### config.mk
export PLATFORM = sky130hd
export DESIGN_NAME = mnist_batch_sequencer_flat
export DESIGN_NICKNAME = d
export VERILOG_FILES = /design/src/rtl/mnist_batch_sequencer_if.sv /design/src/rtl/mnist_batch_sequencer.sv /design/src/flat_wrapper.sv
export SDC_FILE = /design/constraint.sdc
export NUM_CORES = 1
export LEC_CHECK = 0
export ABC_AREA = 1
export CAP_MARGIN = 40
export CELL_PAD_IN_SITES_DETAIL_PLACEMENT = 2
export CELL_PAD_IN_SITES_GLOBAL_PLACEMENT = 2
export CORE_MARGIN = 3
export CORE_UTILIZATION = 32
export CTS_BUF_LIST = sky130_fd_sc_hd__clkbuf_8
export CTS_CLUSTER_DIAMETER = 30
export DETAILED_ROUTE_END_ITERATION = 10
export PLACE_DENSITY = 0.88
export SLEW_MARGIN = 20
export SYNTH_ARGS = -nofsm -noshare
export SYNTH_HDL_FRONTEND = slang
export SYNTH_SLANG_ARGS = --single-unit
### constraint.sdc
create_clock -name clk -period 13.3 [get_ports clk]
set_clock_uncertainty 0.1 [all_clocks]
set_input_delay 2.66 -clock clk [delete_from_list [all_inputs] [get_ports clk]]
set_output_delay 2.66 -clock clk [all_outputs]
set_load 0.005 [all_outputs]
### src/rtl/mnist_batch_sequencer_if.sv
// Handshake bundle between the batch sequencer and the board / inference wrapper.
// master is the sequencer side, slave is the board/wrapper side.
interface mnist_batch_sequencer_if #(
  parameter int unsigned IMAGES  = 10,
  parameter int unsigned CLASSES = 10
);
  logic                  run;
  logic [4*IMAGES-1:0]   labels;
  logic                  ready;
  logic [CLASSES-1:0]    classes;
  logic [3:0]            image_num;
  logic                  start_comp_n;
  logic                  busy;
  logic                  done;
  logic                  error;
  logic [4:0]            correct_cnt;
  logic [3:0]            last_class;

  modport master (
    input  run, labels, ready, classes,
    output image_num, start_comp_n, busy, done, error, correct_cnt, last_class
  );

  modport slave (
    output run, labels, ready, classes,
    input  image_num, start_comp_n, busy, done, error, correct_cnt, last_class
  );
endinterface

### src/rtl/mnist_batch_sequencer.sv
// Walks the MNIST wrapper through a batch of stored images, pulsing start per image,
// capturing each one-hot result and scoring it against a per-image label.
module mnist_batch_sequencer #(
  parameter int unsigned IMAGES    = 10,
  parameter int unsigned CLASSES   = 10,
  parameter int unsigned START_LEN = 4,
  parameter int unsigned TIMEOUT   = 2**20
) (
  input  logic                    clk,
  input  logic                    reset_n,
  mnist_batch_sequencer_if.master bus
);

  typedef enum logic [2:0] {
    StIdle,
    StStart,
    StWaitAck,
    StWaitRdy,
    StCheck,
    StNext,
    StDone
  } state_e;

  localparam logic [20:0] StartLast   = 21'(START_LEN - 1);
  localparam logic [20:0] TimeoutLast = 21'(TIMEOUT - 1);
  localparam logic [3:0]  LastImage   = 4'(IMAGES - 1);

  state_e               state_q;
  logic                 run_q;
  logic [20:0]          timer_q;
  logic [CLASSES-1:0]   classes_q;
  logic [3:0]           image_num_q;
  logic [3:0]           last_class_q;
  logic [4:0]           correct_cnt_q;
  logic                 start_n_q;
  logic                 busy_q;
  logic                 done_q;
  logic                 error_q;

  logic                 run_rise;
  logic [7:0]           hot_cnt;
  logic [3:0]           hot_idx;
  logic [3:0]           label_arr [16];
  logic [3:0]           label_cur;

  assign run_rise = bus.run & ~run_q;

  // Unused label slots read as 15 so they can never match a decoded class.
  for (genvar g = 0; g < 16; g++) begin : g_label
    if (g < IMAGES) begin : g_used
      assign label_arr[g] = bus.labels[4*g +: 4];
    end else begin : g_unused
      assign label_arr[g] = 4'hf;
    end
  end

  assign label_cur = label_arr[image_num_q];

  always_comb begin
    hot_cnt = '0;
    hot_idx = 4'hf;
    for (int unsigned i = 0; i < CLASSES; i++) begin
      if (classes_q[i]) begin
        hot_cnt = hot_cnt + 8'd1;
        hot_idx = 4'(i);
      end
    end
  end

  // Timer restarts on every state change; each transition below clears it explicitly.
  always_ff @(posedge clk or negedge reset_n) begin
    if (!reset_n) begin
      state_q       <= StIdle;
      run_q         <= 1'b0;
      timer_q       <= '0;
      classes_q     <= '0;
      image_num_q   <= '0;
      last_class_q  <= 4'hf;
      correct_cnt_q <= '0;
      start_n_q     <= 1'b1;
      busy_q        <= 1'b0;
      done_q        <= 1'b0;
      error_q       <= 1'b0;
    end else begin
      run_q   <= bus.run;
      timer_q <= timer_q + 21'd1;
      unique case (state_q)
        StIdle, StDone: begin
          if (run_rise) begin
            state_q       <= StStart;
            timer_q       <= '0;
            correct_cnt_q <= '0;
            error_q       <= 1'b0;
            done_q        <= 1'b0;
            busy_q        <= 1'b1;
            image_num_q   <= '0;
            start_n_q     <= 1'b0;
          end
        end
        StStart: begin
          if (timer_q == StartLast) begin
            start_n_q <= 1'b1;
            state_q   <= StWaitAck;
            timer_q   <= '0;
          end
        end
        StWaitAck: begin
          // A ready still high from the previous image must drop before a result is taken.
          if (!bus.ready) begin
            state_q <= StWaitRdy;
            timer_q <= '0;
          end else if (timer_q == TimeoutLast) begin
            error_q <= 1'b1;
            state_q <= StNext;
            timer_q <= '0;
          end
        end
        StWaitRdy: begin
          if (bus.ready) begin
            classes_q <= bus.classes;
            state_q   <= StCheck;
            timer_q   <= '0;
          end else if (timer_q == TimeoutLast) begin
            error_q <= 1'b1;
            state_q <= StNext;
            timer_q <= '0;
          end
        end
        StCheck: begin
          if (hot_cnt == 8'd1) begin
            last_class_q <= hot_idx;
            if (hot_idx == label_cur && correct_cnt_q != 5'd31) begin
              correct_cnt_q <= correct_cnt_q + 5'd1;
            end
          end else begin
            last_class_q <= 4'hf;
            error_q      <= 1'b1;
          end
          state_q <= StNext;
          timer_q <= '0;
        end
        StNext: begin
          timer_q <= '0;
          if (image_num_q == LastImage) begin
            busy_q  <= 1'b0;
            done_q  <= 1'b1;
            state_q <= StDone;
          end else begin
            image_num_q <= image_num_q + 4'd1;
            start_n_q   <= 1'b0;
            state_q     <= StStart;
          end
        end
        default: state_q <= StIdle;
      endcase
    end
  end

  assign bus.image_num    = image_num_q;
  assign bus.start_comp_n = start_n_q;
  assign bus.busy         = busy_q;
  assign bus.done         = done_q;
  assign bus.error        = error_q;
  assign bus.correct_cnt  = correct_cnt_q;
  assign bus.last_class   = last_class_q;

endmodule

### src/flat_wrapper.sv
// flat-port wrapper written by rule: the top's interface ports become plain ports
module mnist_batch_sequencer_flat 
#(
  parameter int unsigned IMAGES    = 10,
  parameter int unsigned CLASSES   = 10,
  parameter int unsigned START_LEN = 4,
  parameter int unsigned TIMEOUT   = 2**20
)
  (clk, reset_n, bus_run, bus_labels, bus_ready, bus_classes, bus_image_num, bus_start_comp_n, bus_busy, bus_done, bus_error, bus_correct_cnt, bus_last_class);
  mnist_batch_sequencer_if #(.IMAGES(IMAGES), .CLASSES(CLASSES)) bus_i ();
  input  logic clk;
  input  logic reset_n;
  input wire logic [$bits(bus_i.run)-1:0] bus_run;
  input wire logic [$bits(bus_i.labels)-1:0] bus_labels;
  input wire logic [$bits(bus_i.ready)-1:0] bus_ready;
  input wire logic [$bits(bus_i.classes)-1:0] bus_classes;
  output wire logic [$bits(bus_i.image_num)-1:0] bus_image_num;
  output wire logic [$bits(bus_i.start_comp_n)-1:0] bus_start_comp_n;
  output wire logic [$bits(bus_i.busy)-1:0] bus_busy;
  output wire logic [$bits(bus_i.done)-1:0] bus_done;
  output wire logic [$bits(bus_i.error)-1:0] bus_error;
  output wire logic [$bits(bus_i.correct_cnt)-1:0] bus_correct_cnt;
  output wire logic [$bits(bus_i.last_class)-1:0] bus_last_class;
  assign bus_i.run = bus_run;
  assign bus_i.labels = bus_labels;
  assign bus_i.ready = bus_ready;
  assign bus_i.classes = bus_classes;
  assign bus_image_num = bus_i.image_num;
  assign bus_start_comp_n = bus_i.start_comp_n;
  assign bus_busy = bus_i.busy;
  assign bus_done = bus_i.done;
  assign bus_error = bus_i.error;
  assign bus_correct_cnt = bus_i.correct_cnt;
  assign bus_last_class = bus_i.last_class;
  mnist_batch_sequencer #(.IMAGES(IMAGES), .CLASSES(CLASSES), .START_LEN(START_LEN), .TIMEOUT(TIMEOUT)) u_core (.clk(clk), .reset_n(reset_n), .bus(bus_i));
endmodule
After elaboration in Yosys (flattened, before gate mapping)
Index checks and enable logic that the tools add are counted.
{ "op_classes": {"n_addsub": 12, "n_lt_le_gt_ge": 1, "n_eq_ne": 21, "mux": 58, "bitwise_logic": 3, "reduce_logical": 15} }
{ "op_table": {"columns": ["operator", "count"], "rows": [
  ["21-bit two-way mux", 5],
  ["21-bit case mux with 5 select lines", 1],
  ["8-bit two-way mux", 9],
  ["8-bit by 1-bit adder with 8-bit output (second input constant)", 8],
  ["4-bit two-way mux", 15],
  ["21-bit by 1-bit adder with 21-bit output (second input constant)", 1],
  ["21-bit by 2-bit equality test with 1-bit output (second input constant)", 1],
  ["21-bit by 20-bit equality test with 1-bit output (second input constant)", 1],
  ["3-bit two-way mux", 6],
  ["3-bit case mux with 6 select lines", 1],
  ["4-bit binary-select mux with 4-bit select", 1],
  ["5-bit two-way mux", 3],
  ["1-bit two-way mux", 11],
  ["2-bit by 1-bit inequality test with 1-bit output (second input constant)", 5],
  ["5-bit case mux with 2 select lines", 1],
  ["3-bit equality test (second input constant)", 3],
  ["8-bit by 1-bit equality test with 1-bit output (second input constant)", 1],
  ["2-bit inequality test (second input constant)", 4],
  ["4-bit case mux with 2 select lines", 1],
  ["4-bit AND reduction", 2],
  ["3-bit by 2-bit equality test with 1-bit output (second input constant)", 2],
  ["3-bit AND reduction", 2],
  ["5-bit by 1-bit adder with 5-bit output (second input constant)", 1],
  ["5-bit greater-or-equal comparator (second input constant)", 1],
  ["other kinds (20)", 24]
]} }
{ "word_totals": {"ff_bits": 52, "inputBits": 54, "output_inout_bits": 17, "elab_cells": 121} }

Depth between registers and ports, before layout
Gate-level depths: netlist of run 1.
{ "depth": {"depth_word": 22, "ltp_mapped": 36} }

Worst setup path before layout of run 1
No wires, ideal clock.
{ "synth_path": {"path_kind": "reg-to-reg", "start": "register u_core.classes_q[0]", "end": "register u_core.error_q, in the netlist u_core.bus.error", "arrival_ns": 4.606, "required_ns": 13.083, "setup_slack_ns": 8.477, "stages_incl_launch_ff": 35, "path_buffers": 0, "cell_sequence": "dfrtp_1 -> inv_1 -> ha_1 -> inv_1 -> nand2_2 -> nand2_1 -> inv_1 -> ha_1 -> nand2_1 -> nand2_1 -> ha_1 -> or2_1 -> nand2_1 -> inv_1 -> ha_1 -> nand2_1 -> nand2_1 -> ha_1 -> nand2_1 -> nand2_1 -> ha_1 -> nand2_1 -> nand2_1 -> ha_1 -> nand2_1 -> nand2_1 -> ha_1 -> nor2_1 -> nand2_1 -> nand2_1 -> nand3_1 -> nor2_4 -> nand3_2 -> nand3_1 -> nand2_1"} }
{ "synth_between": {"elab_chain_len": 22} }
{ "synth_rtl": {"columns": ["element", "line", "text"], "rows": [
  ["start: declaration", "mnist_batch_sequencer.sv:31", "logic [CLASSES-1:0] classes_q;"],
  ["start signal: assignment", "mnist_batch_sequencer.sv:120", "classes_q <= bus.classes;"],
  ["1-bit two-way mux *", "mnist_batch_sequencer.sv:63", "if (classes_q[i]) begin"],
  ["1-bit by 1-bit adder with 2-bit output", "mnist_batch_sequencer.sv:64", "hot_cnt = hot_cnt + 8'd1;"],
  ["8-bit two-way mux *", "mnist_batch_sequencer.sv:63", null],
  ["8-bit by 1-bit adder with 8-bit output", "mnist_batch_sequencer.sv:64", null],
  ["8-bit two-way mux *", "mnist_batch_sequencer.sv:63", null],
  ["8-bit by 1-bit adder with 8-bit output", "mnist_batch_sequencer.sv:64", null],
  ["8-bit two-way mux *", "mnist_batch_sequencer.sv:63", null],
  ["8-bit by 1-bit adder with 8-bit output", "mnist_batch_sequencer.sv:64", null],
  ["[6 not listed]", null, null],
  ["8-bit two-way mux *", "mnist_batch_sequencer.sv:63", null],
  ["8-bit by 1-bit adder with 8-bit output", "mnist_batch_sequencer.sv:64", null],
  ["8-bit two-way mux *", "mnist_batch_sequencer.sv:63", null],
  ["8-bit by 1-bit adder with 8-bit output", "mnist_batch_sequencer.sv:64", null],
  ["8-bit two-way mux *", "mnist_batch_sequencer.sv:63", null],
  ["8-bit by 1-bit equality test with 1-bit output *", "mnist_batch_sequencer.sv:130", "if (hot_cnt == 8'd1) begin"],
  ["2-bit inequality test (no source line) *", null, null],
  ["5-bit AND reduction (no source line) *", null, null],
  ["end signal: assignment", "mnist_batch_sequencer.sv:83", "error_q <= 1'b0;"],
  ["end signal: assignment", "mnist_batch_sequencer.sv:124", "error_q <= 1'b1;"],
  ["end signal: assignment", "mnist_batch_sequencer.sv:137", "error_q <= 1'b1;"],
  ["end: declaration", "mnist_batch_sequencer.sv:38", "logic error_q;"]
]} }
Mark *: on every way between the ends. The rest lies on a longest branch, timed or not.
A chain may end at the register's enable or synchronous reset.

Final worst setup path of run 1
{ "layout_path": {"start": "register u_core.classes_q[0]", "end": "register u_core.last_class_q[2], in the netlist u_core.bus.last_class[2]"} }
{ "layout_between": {"elab_chain_len": 21, "word_cells_on_any_way": 31} }
{ "layout_rtl": {"columns": ["element", "line", "text"], "rows": [
  ["1-bit two-way mux", "mnist_batch_sequencer.sv:63", null],
  ["1-bit by 1-bit adder with 2-bit output", "mnist_batch_sequencer.sv:64", null],
  ["8-bit two-way mux", "mnist_batch_sequencer.sv:63", null],
  ["8-bit by 1-bit adder with 8-bit output", "mnist_batch_sequencer.sv:64", null],
  ["8-bit two-way mux", "mnist_batch_sequencer.sv:63", null],
  ["8-bit by 1-bit adder with 8-bit output", "mnist_batch_sequencer.sv:64", null],
  ["8-bit two-way mux", "mnist_batch_sequencer.sv:63", null],
  ["8-bit by 1-bit adder with 8-bit output", "mnist_batch_sequencer.sv:64", null],
  ["[5 not listed]", null, null],
  ["8-bit by 1-bit adder with 8-bit output", "mnist_batch_sequencer.sv:64", null],
  ["8-bit two-way mux", "mnist_batch_sequencer.sv:63", null],
  ["8-bit by 1-bit adder with 8-bit output", "mnist_batch_sequencer.sv:64", null],
  ["8-bit two-way mux", "mnist_batch_sequencer.sv:63", null],
  ["8-bit by 1-bit adder with 8-bit output", "mnist_batch_sequencer.sv:64", null],
  ["8-bit two-way mux", "mnist_batch_sequencer.sv:63", null],
  ["8-bit by 1-bit equality test with 1-bit output", "mnist_batch_sequencer.sv:130", null],
  ["4-bit two-way mux *", "mnist_batch_sequencer.sv:130", null],
  ["end signal: assignment", "mnist_batch_sequencer.sv:131", "last_class_q <= hot_idx;"],
  ["end: declaration", "mnist_batch_sequencer.sv:33", "logic [3:0] last_class_q;"]
]} }
Marked as above.

==> out/metrics.cfg, run 1 <==
[hold_path]
hold_path.startpoint=u_core.bus.start_comp_n
hold_path_depth=2
hp-class=flip-flop to flip-flop
min_to=u_core.bus.start_comp_n

[power]
p_leak_nw=2.411
p_per_area_nw_per_um2=307.0
clkPwrFrac_pct=6.3
switching_power_w=0.0008871
pwr-share-seq_pct=16.3
irDropWorstVdd_v=0.0001085
power.internal_w=0.0006572
netSwitchingFraction_pct=57.44
combPwrFrac_pct=77.4

[run_status]
status=complete, no violations

[clocking]
clk_pin_slew_worst_paths_ns=0.10
cts_resized=0
cts-buffers-inserted=5
htree_levels=2
post_cts_buffers=0
cts_root_buffer=clkbuf_8
cts.path.max_buffers=2
clock_sinks=52
holdBufCountCts=0
clock_latency_ns=0.31
cts_tree=built

[cells_and_area]
drive_gt1_share_pct=9.610
num_antenna_cells=0
stdcell_count=834
syn_to_final_growth_pct=24.34
fill_cells=1484
final_cell_mix=153 x nand2_1, 81 x nor2_1, 79 x inv_1
nets=734
final_common_cell=nand2_1

[synthesis]
synth-seq-area-share_pct=32.31
ys_ff_latch=52
synth_nets=665
synth-edff-count=0
syn_inst=596
syn_area_per_cell_um2=6.789
synthArstFlopShare_pct=100.0
syn_area_um2=4046
ys.flop_type=dfrtp_1
ys_types=46
synth_warnings=0

[floorplan]
die_w_um=118.5
dieHeight_um=118.5
initial_core_util_pct=33.27
rows=40
dieArea_um2=14030
core_area_um2=12160
ios=71

[setup_path]
startpoint_type=flip-flop
crit_top_cell=nand2_1
max_stage_delay_ns=0.39
reg2reg_depth=34
cp_data_required_time_ns=13.45
worstSetupPathType=flip-flop to flip-flop
cp_slowest_cell=dfrtp_1
critPathLaunch=u_core.classes_q[0]
worst_setup_path_end_kind=flip-flop
worstPathMaxFanout=6
rr_endpoint=u_core.bus.last_class[2]
critPathArrivalTime_ns=5.62
r2r_start=u_core.classes_q[0]
ff2ff_setup_slack_ns=7.83

[global_routing]
grt_pass1_wl_um=23720
grt_max_degree=53
gr-usage-all-layers_pct=20.21
antenna_found_initial=0
grt_pass1_vias=4848
overflow=0

[detailed_routing]
routed_wl_um=14070
first_iter_violations=178
vias=4160
routed_via_density=4.988
drtPass1Iterations=4
drc=0
post_drt_wl_per_cell_um=16.87
drtAntennaViolNets=0

[sta]
fmax_mhz=182.9
drv_slew=0
fin_crit_ns=5.469
hold_slack_ns=0.3736
setup_viol=0
grt_setup_unrepaired=no
timing.final.hold_violations=0
setup_ws_ns=7.831
max_slew_margin_pct=53.27
period_share_pct=41.12
setup_tns_ns=0
worst_slew_pin_slew_ns=0.7010

[flow_run]
drv_cap=0

[place]
dp.cells=824
dp_hpwl_um=11270
gp_congestion=0.8336
dp_slack_ns=7.843
port-buffer-count=70

worst max-delay path by stage:
stage	to	cells past startpoint	slack [ns]
after detailed placement	u_core.bus.correct_cnt[3]	35	7.84
after global routing	u_core.bus.error	35	7.39
final	u_core.bus.last_class[2]	34	7.83
after CTS	u_core.bus.correct_cnt[3]	35	7.81
after global placement	u_core.bus.correct_cnt[2]	35	8.22
after floorplan	u_core.bus.error	34	8.48
sequential cells by signal, summed over array words and instances, names as in the netlist:
| name | flops |
|---|---|
| u_core.bus.correct_cnt | 5 |
| u_core.bus.done | 1 |
| u_core.state_q | 3 |
| u_core.bus.busy | 1 |
| u_core.bus.start_comp_n | 1 |
| u_core.timer_q | 21 |
| u_core.classes_q | 10 |
| u_core.bus.last_class | 4 |
| u_core.bus.error | 1 |
| u_core.run_q | 1 |
| u_core.bus.image_num | 4 |
final cells by class:
cell class / instances / area [µm²] / area share, %
Clock inverter: 2 / 11.26 / 0.2238
Sequential cell: 52 / 1308 / 25.99
Inverter: 85 / 322.8 / 6.416
Timing Repair Buffer: 73 / 733.2 / 14.57
Tap cell: 168 / 210.2 / 4.178
Multi-Input combinational cell: 448 / 2364 / 46.98
Clock buffer: 6 / 82.58 / 1.641
metal layers:
layer  GRT usage, %  vias up  share of wire, %
li1               -     2050                 -
met1          24.43     2071                43
met2          38.91       27                55
met3          1.722       12               1.1
met4          3.983        0               1.0
met5              0        -                 0
critical path: cells and delay by family (launching register included):
family / cells / cell delay, ns
simple gates: 22 / 2.30
buf+inv: 4 / 0.30
fa+ha+maj: 8 / 2.30
flops: 1 / 0.39
power by group through the flow:
stage,Sequential (W),Combinational [W],Clock (W)
after floorplan,0.000235,0.000910,0
after global placement,0.000259,0.00110,0
after detailed placement,0.000264,0.00119,0
after CTS,0.000261,0.00120,0.000101
after global routing,0.000260,0.00137,0.000107
final,0.000252,0.00119,0.0000976
synth_stat cells, drive strengths merged, types with 3 or more instances:
cell type  instances  area (µm²)
nand2            174       735.7
nor2              86       340.3
inv               83       314.0
nand3             52       325.3
dfrtp             47        1176
a21oi             37       188.9
o21ai             18       90.08
ha                15       187.7
nor3              11       55.05
xor2              11       103.9
clkbuf             9       33.78
nand4              9       56.30
nor4               6       52.55
dfstp              5       131.4
a22oi              4       30.03
a32o               3       30.03
nand3b             3       26.27
nor3b              3       22.52
o211ai             3       22.52
or2                3       18.77
cell families (layout without fill, tap and decap cells):
logic type | after synthesis | count (layout) | share of synthesized area (%)
and+or+nand+nor | 347 | 347 | 40.35
buffers and inverters | 96 | 166 | 9.276
AOI/OAI and AO/OA | 73 | 73 | 10.42
DFF | 52 | 52 | 32.31
adders and majority gates | 15 | 15 | 4.638
xor gates and xnor gates | 13 | 13 | 2.999
per-stage QoR:
step,power [W],utilization [%],cell area (µm²)
2_1_floorplan,0.001145,-,4046
3_3_place_gp,0.001358,40.35,4907
3_5_place_dp,0.001454,40.35,4907
4_1_cts,0.001560,41.12,5001
5_1_grt,0.001735,41.37,5031
6_report,0.001544,41.37,5031
No activity file was read; power rests on OpenSTA's default activity.
==> run 2: changes to the inputs <==
CORE_UTILIZATION = 27   (was 32)
PLACE_DENSITY = 0.79   (was 0.88)
clock period = 4.5 ns   (was 13.3 ns; I/O delays follow)
==> out/metrics.cfg, run 2 (same netlist as run 1, synthesis figures left out) <==
[detailed_routing]
drtPass1Iterations=4  ; unchanged
vias=4392  ; was 4160
routed_wl_um=15450  ; was 14070 µm
wl_met1_um=6601  ; was 6083 µm
dr.max_layer_used=met4  ; unchanged
drtAntennaViolNets=0  ; unchanged
met2_length_um=8346  ; was 7684 µm
first_iter_violations=162  ; was 178
post_drt_wl_per_cell_um=17.36  ; was 16.87 µm
wl_met3_um=264  ; was 158 µm
routed_via_density=4.935  ; was 4.988
drc=0  ; unchanged

[global_routing]
gr-usage-all-layers_pct=18.14  ; was 20.21%
overflow=0  ; unchanged
grt_pass1_wl_um=24520  ; was 23720 µm
antenna_found_initial=0  ; unchanged
grt_pass1_vias=4963  ; was 4848
grt_max_degree=53  ; unchanged

[hold_path]
hp-class=flip-flop to flip-flop  ; unchanged

[cells_and_area]
syn_to_final_growth_pct=40.82  ; was 24.34%
num_antenna_cells=0  ; unchanged
largest_register_ffs=21  ; unchanged
final_cell_mix=129 x nand2_1, 74 x nor2_1, 71 x inv_1  ; was 153 x nand2_1, 81 x nor2_1, 79 x inv_1
drive_gt1_share_pct=22.66  ; was 9.610%
top_register=u_core.timer_q  ; unchanged
final_common_cell=nand2_1  ; unchanged
nets=774  ; was 734

[clocking]
clock_sinks=52  ; unchanged
htree_levels=2  ; unchanged
cts-buffers-inserted=5  ; unchanged
cts_root_buffer=clkbuf_8  ; unchanged
cts_tree=built  ; unchanged
cts.path.max_buffers=2  ; unchanged
holdBufCountCts=0  ; unchanged
clk_pin_slew_worst_paths_ns=0.11  ; was 0.10 ns
clock_latency_ns=0.32  ; was 0.31 ns

[floorplan]
rows=44  ; was 40
dieArea_um2=16490  ; was 14030 µm²
die_w_um=128.4  ; was 118.5 µm
initial_core_util_pct=27.74  ; was 33.27%
ios=71  ; unchanged
core_area_um2=14590  ; was 12160 µm²
dieHeight_um=128.4  ; was 118.5 µm

[setup_path]
startpoint_type=flip-flop  ; unchanged
crit_top_cell=nand2_4  ; was nand2_1
cp_data_required_time_ns=4.68  ; was 13.45 ns
worstSetupPathType=flip-flop to flip-flop  ; unchanged
max_stage_delay_ns=0.43  ; was 0.39 ns
worst_setup_path_end_kind=flip-flop  ; unchanged
cp_slowest_cell=dfrtp_1  ; unchanged
worstPathMaxFanout=6  ; unchanged
critPathArrivalTime_ns=4.95  ; was 5.62 ns

[run_status]
status=finished with violations  ; was complete, no violations
violations=negative setup slack

[sta]
fin_crit_ns=4.772  ; was 5.469 ns
grt_setup_unrepaired=yes  ; was no
setup_viol=10  ; was 0
setup_ws_ns=-0.2721  ; was 7.831 ns
timing.final.hold_violations=0  ; unchanged
hold_slack_ns=0.4021  ; was 0.3736 ns
fmax_mhz=209.6  ; was 182.9 MHz
max_slew_margin_pct=51.21  ; was 53.27%
period_share_pct=106.0  ; was 41.12%
worst_slew_pin_slew_ns=0.7319  ; was 0.7010 ns
drv_slew=0  ; unchanged

[place]
dp_slack_ns=-0.5456  ; was 7.843 ns
port-buffer-count=70  ; unchanged
gp_congestion=0.7936  ; was 0.8336
dp_hpwl_um=11110  ; was 11270 µm

[flow_run]
drv_cap=0  ; unchanged

==> run 2: final cells by class <==
cell class / count / area (µm²)
fill: 1673 / 8891
inverter: 85 / 330.3
clock buffer: 5 / 68.82
multi-input combinational: 448 / 2699
tap: 184 / 230.2
sequential: 52 / 1308
clock inverter: 3 / 28.78
timing repair buffer: 113 / 1033
==> run 2: what timing repair did <==
item                                    4_1_cts  5_1_grt
endpoints found under the setup margin       10       10
resized for setup                            33       42
pin swaps                                    25       28
setup buffers                                18        8
==> run 2: stage by stage <==
step	std cells	setup TNS (ns)	area (µm²)	utilization, %
2_1_floorplan	596	-0.3589	4084	-
3_3_place_gp	857	-2.033	5092	34.91
3_5_place_dp	857	-5.186	5092	34.91
4_1_cts	882	-2.958	5456	37.40
5_1_grt	890	-4.612	5698	39.06
6_report	890	-2.512	5698	39.06
==> run 2: path summary, 6_finish.rpt <==
kind | depth (start not counted) | from | slack [ns] | end
max | 35 | u_core.classes_q[0] | -0.27 | u_core.bus.correct_cnt[2]
min | 1 | u_core.timer_q[0] | 0.40 | u_core.timer_q[0]
max reg2reg | 35 | u_core.classes_q[0] | -0.27 | u_core.bus.correct_cnt[2]
min reg2reg | 1 | u_core.timer_q[0] | 0.40 | u_core.timer_q[0]
max in group asynchronous | 2 | reset_n | 3.20 | u_core.state_q[0]
min in group asynchronous | 2 | reset_n | 0.59 | u_core.bus.correct_cnt[1]
==> run 2: worst max-delay path: cells and delay by family (launching register included) <==
family / cells / cell delay, ns
fa+ha+maj: 7 / 1.74
buf+inv: 4 / 0.26
flops: 1 / 0.43
simple gates: 24 / 2.14
==> run 2: per-layer routing <==
metal  track usage [%]  up-vias
met3             1.826       17
met2             35.12       40
met1             21.62     2195
met5                 0        -
met4             3.433        0
li1                  -     2140
Power of run 2 is not shown: default switching activity piles up to over one toggle a cycle in this logic, so the estimate is an artifact.
